File: src/rtl/s_16bit_unfold_rx.sv
// ---------------------------------------------------------------------------
// s_16bit_unfold_rx
//
// Receive-side unfold stage. The link carries one a/b word pair per 4-byte
// frame in the order a_hi, aa, b_hi, bb, where each folded byte is the low
// byte XORed with its word's high byte. This block rebuilds
//   a = {a_hi, aa ^ a_hi}
//   b = {b_hi, bb ^ b_hi}
// and presents the pair on a valid/ready output register. Framing errors
// (a misplaced or missing frame start) are counted in a saturating counter.
//
// Ports:
//   clk        input   1   single clock, rising edge
//   rst        input   1   asynchronous, active-high reset
//   in_valid   input   1   link byte valid
//   in_ready   output  1   block accepts a byte this cycle
//   in_data    input   8   link byte
//   in_first   input   1   marks a_hi, the first byte of a frame
//   out_valid  output  1   reconstructed pair available
//   out_ready  input   1   consumer accepts the pair
//   a          output 16   reconstructed word a
//   b          output 16   reconstructed word b
//   err_cnt    output  8   saturating framing-error count
// ---------------------------------------------------------------------------
module s_16bit_unfold_rx (
    input  logic        clk,
    input  logic        rst,
    input  logic        in_valid,
    output logic        in_ready,
    input  logic [7:0]  in_data,
    input  logic        in_first,
    output logic        out_valid,
    input  logic        out_ready,
    output logic [15:0] a,
    output logic [15:0] b,
    output logic [7:0]  err_cnt
);

    // Position inside the frame: the state names the byte expected next.
    typedef enum logic [1:0] {
        S_AHI = 2'd0,
        S_AA  = 2'd1,
        S_BHI = 2'd2,
        S_BB  = 2'd3
    } state_t;

    state_t      r_state;
    state_t      w_state_nxt;

    // Staging registers for the partially received frame.
    logic [7:0]  r_a_hi;
    logic [7:0]  r_a_lo;
    logic [7:0]  r_b_hi;

    // Output register.
    logic        r_out_valid;
    logic [15:0] r_a;
    logic [15:0] r_b;
    logic [7:0]  r_err_cnt;

    // Decoded per-cycle strobes.
    logic        w_accept;   // byte handshake this cycle
    logic        w_ld_ahi;   // byte is taken as a_hi (normal or resync)
    logic        w_ld_alo;   // byte is aa in sequence
    logic        w_ld_bhi;   // byte is b_hi in sequence
    logic        w_load;     // byte is bb in sequence: pair completes
    logic        w_drain;    // consumer takes the pending pair
    logic        w_err;      // framing error on this byte

    // -----------------------------------------------------------------------
    // FSM process 1: state register
    // -----------------------------------------------------------------------
    // NOTE: sequential state uses non-blocking assignments so every register
    // samples the pre-edge values of the others, independent of block order.
    always_ff @(posedge clk or posedge rst) begin
        if (rst) begin
            r_state <= S_AHI;
        end else begin
            r_state <= w_state_nxt;
        end
    end

    // -----------------------------------------------------------------------
    // FSM process 2: next-state logic
    // -----------------------------------------------------------------------
    // NOTE: every combinational output gets a default before any branch, so
    // no path leaves it unassigned and no latch is inferred.
    always_comb begin
        w_state_nxt = r_state;
        if (w_accept) begin
            if (in_first) begin
                // A frame start always restarts the frame, discarding any
                // partial one; from S_AHI this is simply the normal path.
                w_state_nxt = S_AA;
            end else begin
                unique case (r_state)
                    S_AHI:   w_state_nxt = S_AHI;  // stray byte, dropped
                    S_AA:    w_state_nxt = S_BHI;
                    S_BHI:   w_state_nxt = S_BB;
                    S_BB:    w_state_nxt = S_AHI;
                    default: w_state_nxt = S_AHI;
                endcase
            end
        end
    end

    // -----------------------------------------------------------------------
    // FSM process 3: outputs and strobes
    // -----------------------------------------------------------------------
    always_comb begin
        in_ready = 1'b1;
        w_accept = 1'b0;
        w_ld_ahi = 1'b0;
        w_ld_alo = 1'b0;
        w_ld_bhi = 1'b0;
        w_load   = 1'b0;
        w_err    = 1'b0;
        w_drain  = r_out_valid && out_ready;

        // Only the completing byte needs a free output register; the first
        // three bytes of the next frame may be staged while a pair waits.
        if (r_state == S_BB && r_out_valid && !out_ready) begin
            in_ready = 1'b0;
        end

        w_accept = in_valid && in_ready;

        if (w_accept) begin
            if (in_first) begin
                w_ld_ahi = 1'b1;
                w_err    = (r_state != S_AHI);
            end else begin
                unique case (r_state)
                    S_AHI:   w_err    = 1'b1;
                    S_AA:    w_ld_alo = 1'b1;
                    S_BHI:   w_ld_bhi = 1'b1;
                    S_BB:    w_load   = 1'b1;
                    default: w_err    = 1'b0;
                endcase
            end
        end
    end

    // -----------------------------------------------------------------------
    // Staging registers
    // -----------------------------------------------------------------------
    // The low byte of a is unfolded on arrival, so the completing cycle only
    // has to unfold b.
    always_ff @(posedge clk or posedge rst) begin
        if (rst) begin
            r_a_hi <= 8'h00;
            r_a_lo <= 8'h00;
            r_b_hi <= 8'h00;
        end else begin
            if (w_ld_ahi) begin
                r_a_hi <= in_data;
            end
            if (w_ld_alo) begin
                r_a_lo <= in_data ^ r_a_hi;
            end
            if (w_ld_bhi) begin
                r_b_hi <= in_data;
            end
        end
    end

    // -----------------------------------------------------------------------
    // Output register
    // -----------------------------------------------------------------------
    // A load wins over a drain in the same cycle, so back-to-back frames keep
    // out_valid high. Data only changes on a load, which holds it stable
    // under backpressure and leaves the last pair visible after a drain.
    always_ff @(posedge clk or posedge rst) begin
        if (rst) begin
            r_out_valid <= 1'b0;
            r_a         <= 16'h0000;
            r_b         <= 16'h0000;
        end else begin
            if (w_load) begin
                r_out_valid <= 1'b1;
                r_a         <= {r_a_hi, r_a_lo};
                r_b         <= {r_b_hi, in_data ^ r_b_hi};
            end else if (w_drain) begin
                r_out_valid <= 1'b0;
            end
        end
    end

    // -----------------------------------------------------------------------
    // Framing-error counter, saturating at all ones
    // -----------------------------------------------------------------------
    always_ff @(posedge clk or posedge rst) begin
        if (rst) begin
            r_err_cnt <= 8'h00;
        end else if (w_err && (r_err_cnt != 8'hFF)) begin
            r_err_cnt <= r_err_cnt + 8'd1;
        end
    end

    assign out_valid = r_out_valid;
    assign a         = r_a;
    assign b         = r_b;
    assign err_cnt   = r_err_cnt;

endmodule
File: config.mk
export PLATFORM = sky130hd
export DESIGN_NAME = s_16bit_unfold_rx
export DESIGN_NICKNAME = d
export VERILOG_FILES = /design/src/rtl/s_16bit_unfold_rx.sv
export SDC_FILE = /design/constraint.sdc
export NUM_CORES = 1
export LEC_CHECK = 0
export CELL_PAD_IN_SITES_DETAIL_PLACEMENT = 1
export CELL_PAD_IN_SITES_GLOBAL_PLACEMENT = 1
export CORE_MARGIN = 2
export CORE_UTILIZATION = 33
export DETAILED_ROUTE_END_ITERATION = 16
export GPL_TIMING_DRIVEN = 0
export PLACE_DENSITY = 0.78
export REMOVE_ABC_BUFFERS = 1
export SYNTH_ARGS = -nofsm -noshare
export SYNTH_HDL_FRONTEND = slang
export SYNTH_SLANG_ARGS = --single-unit
File: constraint.sdc
create_clock -name clk -period 2.1 [get_ports clk]
set_input_delay 0.42 -clock clk [delete_from_list [all_inputs] [get_ports clk]]
set_output_delay 0.42 -clock clk [all_outputs]
set_load 0.01 [all_outputs]
# Yosys cells after proc, flatten, opt, wreduce, memory -nomap -nowiden
# Cells that the tools add are included.
[word_totals]
ff_bits = 67
in_bits = 13
[classes]
add_sub_neg = 1
reduce_logical = 10
bitwise = 2
mux = 19
eq_ne = 4
[ops]
columns = ["operator", "count"]
rows = [
  ["$mux 1", 17],
  ["$xor 8x8->8", 2],
  ["$add 8x1->8 const B", 1],
  ["$ne 8x8->1 const B", 1],
  ["$pmux 2 s3", 1],
  ["$logic_and 1x1->1", 5],
  ["$eq 2x2->1 const B", 2],
  ["$reduce_bool 2->1", 2],
  ["$eq 2x1->1 const B", 1],
  ["$logic_not 2->1", 1],
  ["$mux 2", 1],
  ["$reduce_or 2->1", 1],
  ["$logic_not 1->1", 1],
]

# Longest topological paths before layout
[logic_depth]
word_depth = 7
mapped_depth = 7

# Least setup slack after synthesis
# No wires, ideal clock.
[synth_timing]
path_kind = "reg-to-reg"
from = "register r_state[1]"
to = "register r_err_cnt[1] (netlist: err_cnt[1])"
synth_period_minus_slack_ns = 1.668
n_path_buf = 1
arrival_time_ns = 1.541
path_stages_with_launch = 7
slack_ns = 0.432
t_required_ns = 1.973
cell_sequence = "dfrtp_1 -> ha_1 -> nand3b_1 -> and3_1 -> buf_4 -> o21a_2 -> mux2_1"
[synth_between]
elab_chain_cells = 7
elab_cells_between_ends = 11
classes_between = "eq/ne (1); mux (4); reduce/logical (6)"
[synth_rtl]
columns = ["item", "line", "source"]
rows = [
  ["from (decl)", "47", "state_t r_state;"],
  ["from (signal assigned)", "79", "r_state <= w_state_nxt;"],
  ["$eq 2x2->1", "122", "if (r_state == S_BB && r_out_valid && !out_ready) begin"],
  ["$logic_and 1x1->1 (2 in series)", "122", ""],
  ["$mux 1", "122", ""],
  ["net in_ready", "29", "output logic in_ready,"],
  ["$logic_and 1x1->1", "126", "w_accept = in_valid && in_ready;"],
  ["$mux 1", "128", "if (w_accept) begin"],
  ["$logic_and 1x1->1", "195", "end else if (w_err && (r_err_cnt != 8'hFF)) begin"],
  ["to (signal assigned)", "196", "r_err_cnt <= r_err_cnt + 8'd1;"],
  ["to (decl)", "59", "logic [7:0] r_err_cnt;"],
]
# The timed path passes the listed nets, and every way through them passes these cells.
# A chain may end at the register's enable or synchronous reset.

# Final worst setup path
[layout_timing]
from = "input port in_first"
to = "register r_a[9] (netlist: a[9])"
[layout_between]
elab_chain_cells = 2
[layout_rtl]
columns = ["item", "line", "source"]
rows = [
  ["from (decl)", "31", "input logic in_first,"],
  ["$mux 1", "129", "if (in_first) begin"],
  ["$mux 1", "128", ""],
  ["to (signal assigned)", "181", "r_a <= {r_a_hi, r_a_lo};"],
  ["to (decl)", "57", "logic [15:0] r_a;"],
]
# Every way passes these cells.

==> out/metrics.cfg <==
[placed_design]
port_buffers = 54
dpl_cell_area_sq_um = 3430
placed_cells = 365
gp_congestion = 0.761
hpwl_um = 3760

[clock_tree]
cts-root-buf = clkbuf_8
clkLatencyLatePin_ps = 340
ctsHoldBuffers = 0
clockBufferDepth = 2
cts.sinks = 67
htree_levels = 3
clk_pin_slew_ps = 70
numCtsBuffers = 9
tritoncts = done

[route]
ant_nets = 0
totalWireLength_um = 5580
drtPass1Iterations = 4
drt_iter0_drc = 49
post-route-drc-count = 0
avgRoutedWirePerCell_um = 14.6
vias_per_cell = 4.76
vias = 1814

[synthesis]
syn_avg_cell_area_sq_um = 13.1
ys_ff_latch = 67
synth_cells = 215
yosysTopAreaCell = dfrtp_1
synth_area_sq_um = 2810
async_reset_ff_share_pct = 100
synth_top_area_share_pct = 59.7
synth_cell_types = 25
synth-main-ff-cell = dfrtp_1
yosysSeqAreaShare_pct = 59.7
ys_top_cells_by_area = dfrtp_1, mux2_1, mux2_2, xnor2_1, a21oi_1
synth_edf_count = 0
yosys_warnings = 0
yosysMostFrequentCell = dfrtp_1
ys_top_cells_by_count = dfrtp_1, mux2_1, a21oi_1, nor2_1, xnor2_1

[die]
die_y_um = 96.2
ioPinCount = 55
row_count = 33
start_util_pct = 34.2
die_area_sq_um = 9260
core_sq_um = 8220
die_w_um = 96.2

[sta]
fin_crit_ps = 1930
tightest_slew_ps = 823
final.setup.tns_ps = 0
period_share_pct = 91.8
relSlewSlack_pct = 45.1
report.final.slew_viol_count = 0
rsz0062_at_grt = false
max_freq_mhz = 519
hold_ws_ps = 489
skew_ps = 11.7
hold_viol_final = 0
setup_viol = 0

[setup_path]
arrival_ps = 2140
worstSetupEndpointType = flop
crit_type = input port to flop
worstPathRequired_ps = 2310
start_kind = input port
critPathMaxFanout = 40

[global_routing]
grt_util_met1_pct = 17.6
grt-busiest-layer = met2
met2_usage_pct = 21.9
antenna_found_initial = 0
grt_usage_pct = 13.7
grtUsageMet3_pct = 3.29
grt_max_degree = 68
grt_first_pass_wirelength_um = 9440
grt_pass1_vias = 1940
overflow = 0

[pwr]
power.density_nw_per_um2 = 1330
ir_drop_v = 0.000442
p_total_uw = 4860
leakagePower_uw = 0.00156

[cells_and_area]
final_cells = 381
drive_gt1_share_pct = 12.7
areaGrowthSynthToFinish_pct = 30.0
diodes = 0
postLayoutCellArea_sq_um = 3650
nFillCells = 884
layout.nets = 290

[run]
drv_cap = 0

[hold_path]
hold_class = flop to flop

[status]
status = finished clean

## stage by stage
stage	utilization [%]	worst slack, ps
after floorplan	-	-3.16
after global placement	41.7	-1230
after detailed placement	41.8	-473
after CTS	44.4	145
after global routing	44.4	50.0
final	44.4	173
## report_power, final
part           internal [uW]  switching, uW  total, uW  leakage (uW)
registers               1790            349       2140      0.000817
logic                    951            595       1550      0.000632
clock network            671            503       1170      0.000106
total                   3410           1450       4860       0.00156
## area by class of cell
cell class	instances	area [sq um]	share of cell area [%]
Sequential cell	67	1680	45.9
Multi-Input combinational cell	135	1070	29.3
Clock buffer	10	128	3.50
Tap cell	105	131	3.60
Inverter	4	17.5	0.480
Timing Repair Buffer	54	539	14.8
Clock inverter	6	90.1	2.47
## routing by layer
metal | vias to the layer above | part of all wire [%] | routed length [um]
li1 | 848 | - | -
met3 | 10 | 3.8 | 213
met5 | - | 0 | 0
met2 | 35 | 50 | 2790
met1 | 921 | 45 | 2490
met4 | 0 | 1.7 | 93
## sequential cells by signal, indices dropped and copies added (netlist names)
name and flops:
r_a_lo 8, err_cnt 8, a 16, out_valid 1, r_state 2, b 16
r_b_hi 8, r_a_hi 8
## kinds of logic after synthesis
kind of cell | share of synthesized area [%]
XOR/XNOR | 5.93
AO/OA/AOI/OAI | 5.17
buffers and inverters | 2.41
flip-flops | 59.7
multiplexers | 17.2
adder cells (fa/ha/maj) | 2.67
AND/OR/NAND/NOR | 6.86
## worst max-delay path, cell delays in order
cell	delay (ps)
clkdlybuf4s50_1	500
nor2b_1	260
and3_4	570
mux2_1	380
## placed cells by master (no fill, tap or decap), types with 4 or more instances in the layout
cell,n
clkdlybuf4s50_1,53
xnor2_1,17
clkbuf_8,9
mux2_1,27
nand2_1,5
dfrtp_1,67
ha_1,6
mux2_2,16
nor2_1,18
and3_1,4
a21oi_1,19
## path summary, 6_finish.rpt
kind / start / end / slack, ps / depth (start not counted)
max reg2reg: r_state[0] / err_cnt[1] / 200 / 6
min in group asynchronous: rst / b[2] / 600 / 2
max in group asynchronous: rst / r_state[0] / 960 / 2
max: in_first / a[9] / 170 / 4
min: a[15] / a[15] / 490 / 1
min reg2reg: a[15] / a[15] / 490 / 1
## repair_timing
action                     in CTS  in global routing
setup buffers                   0                  0
setup endpoints to repair      25                  0
gates resized for setup         2                  0
No activity file was read; power rests on OpenSTA's default activity.
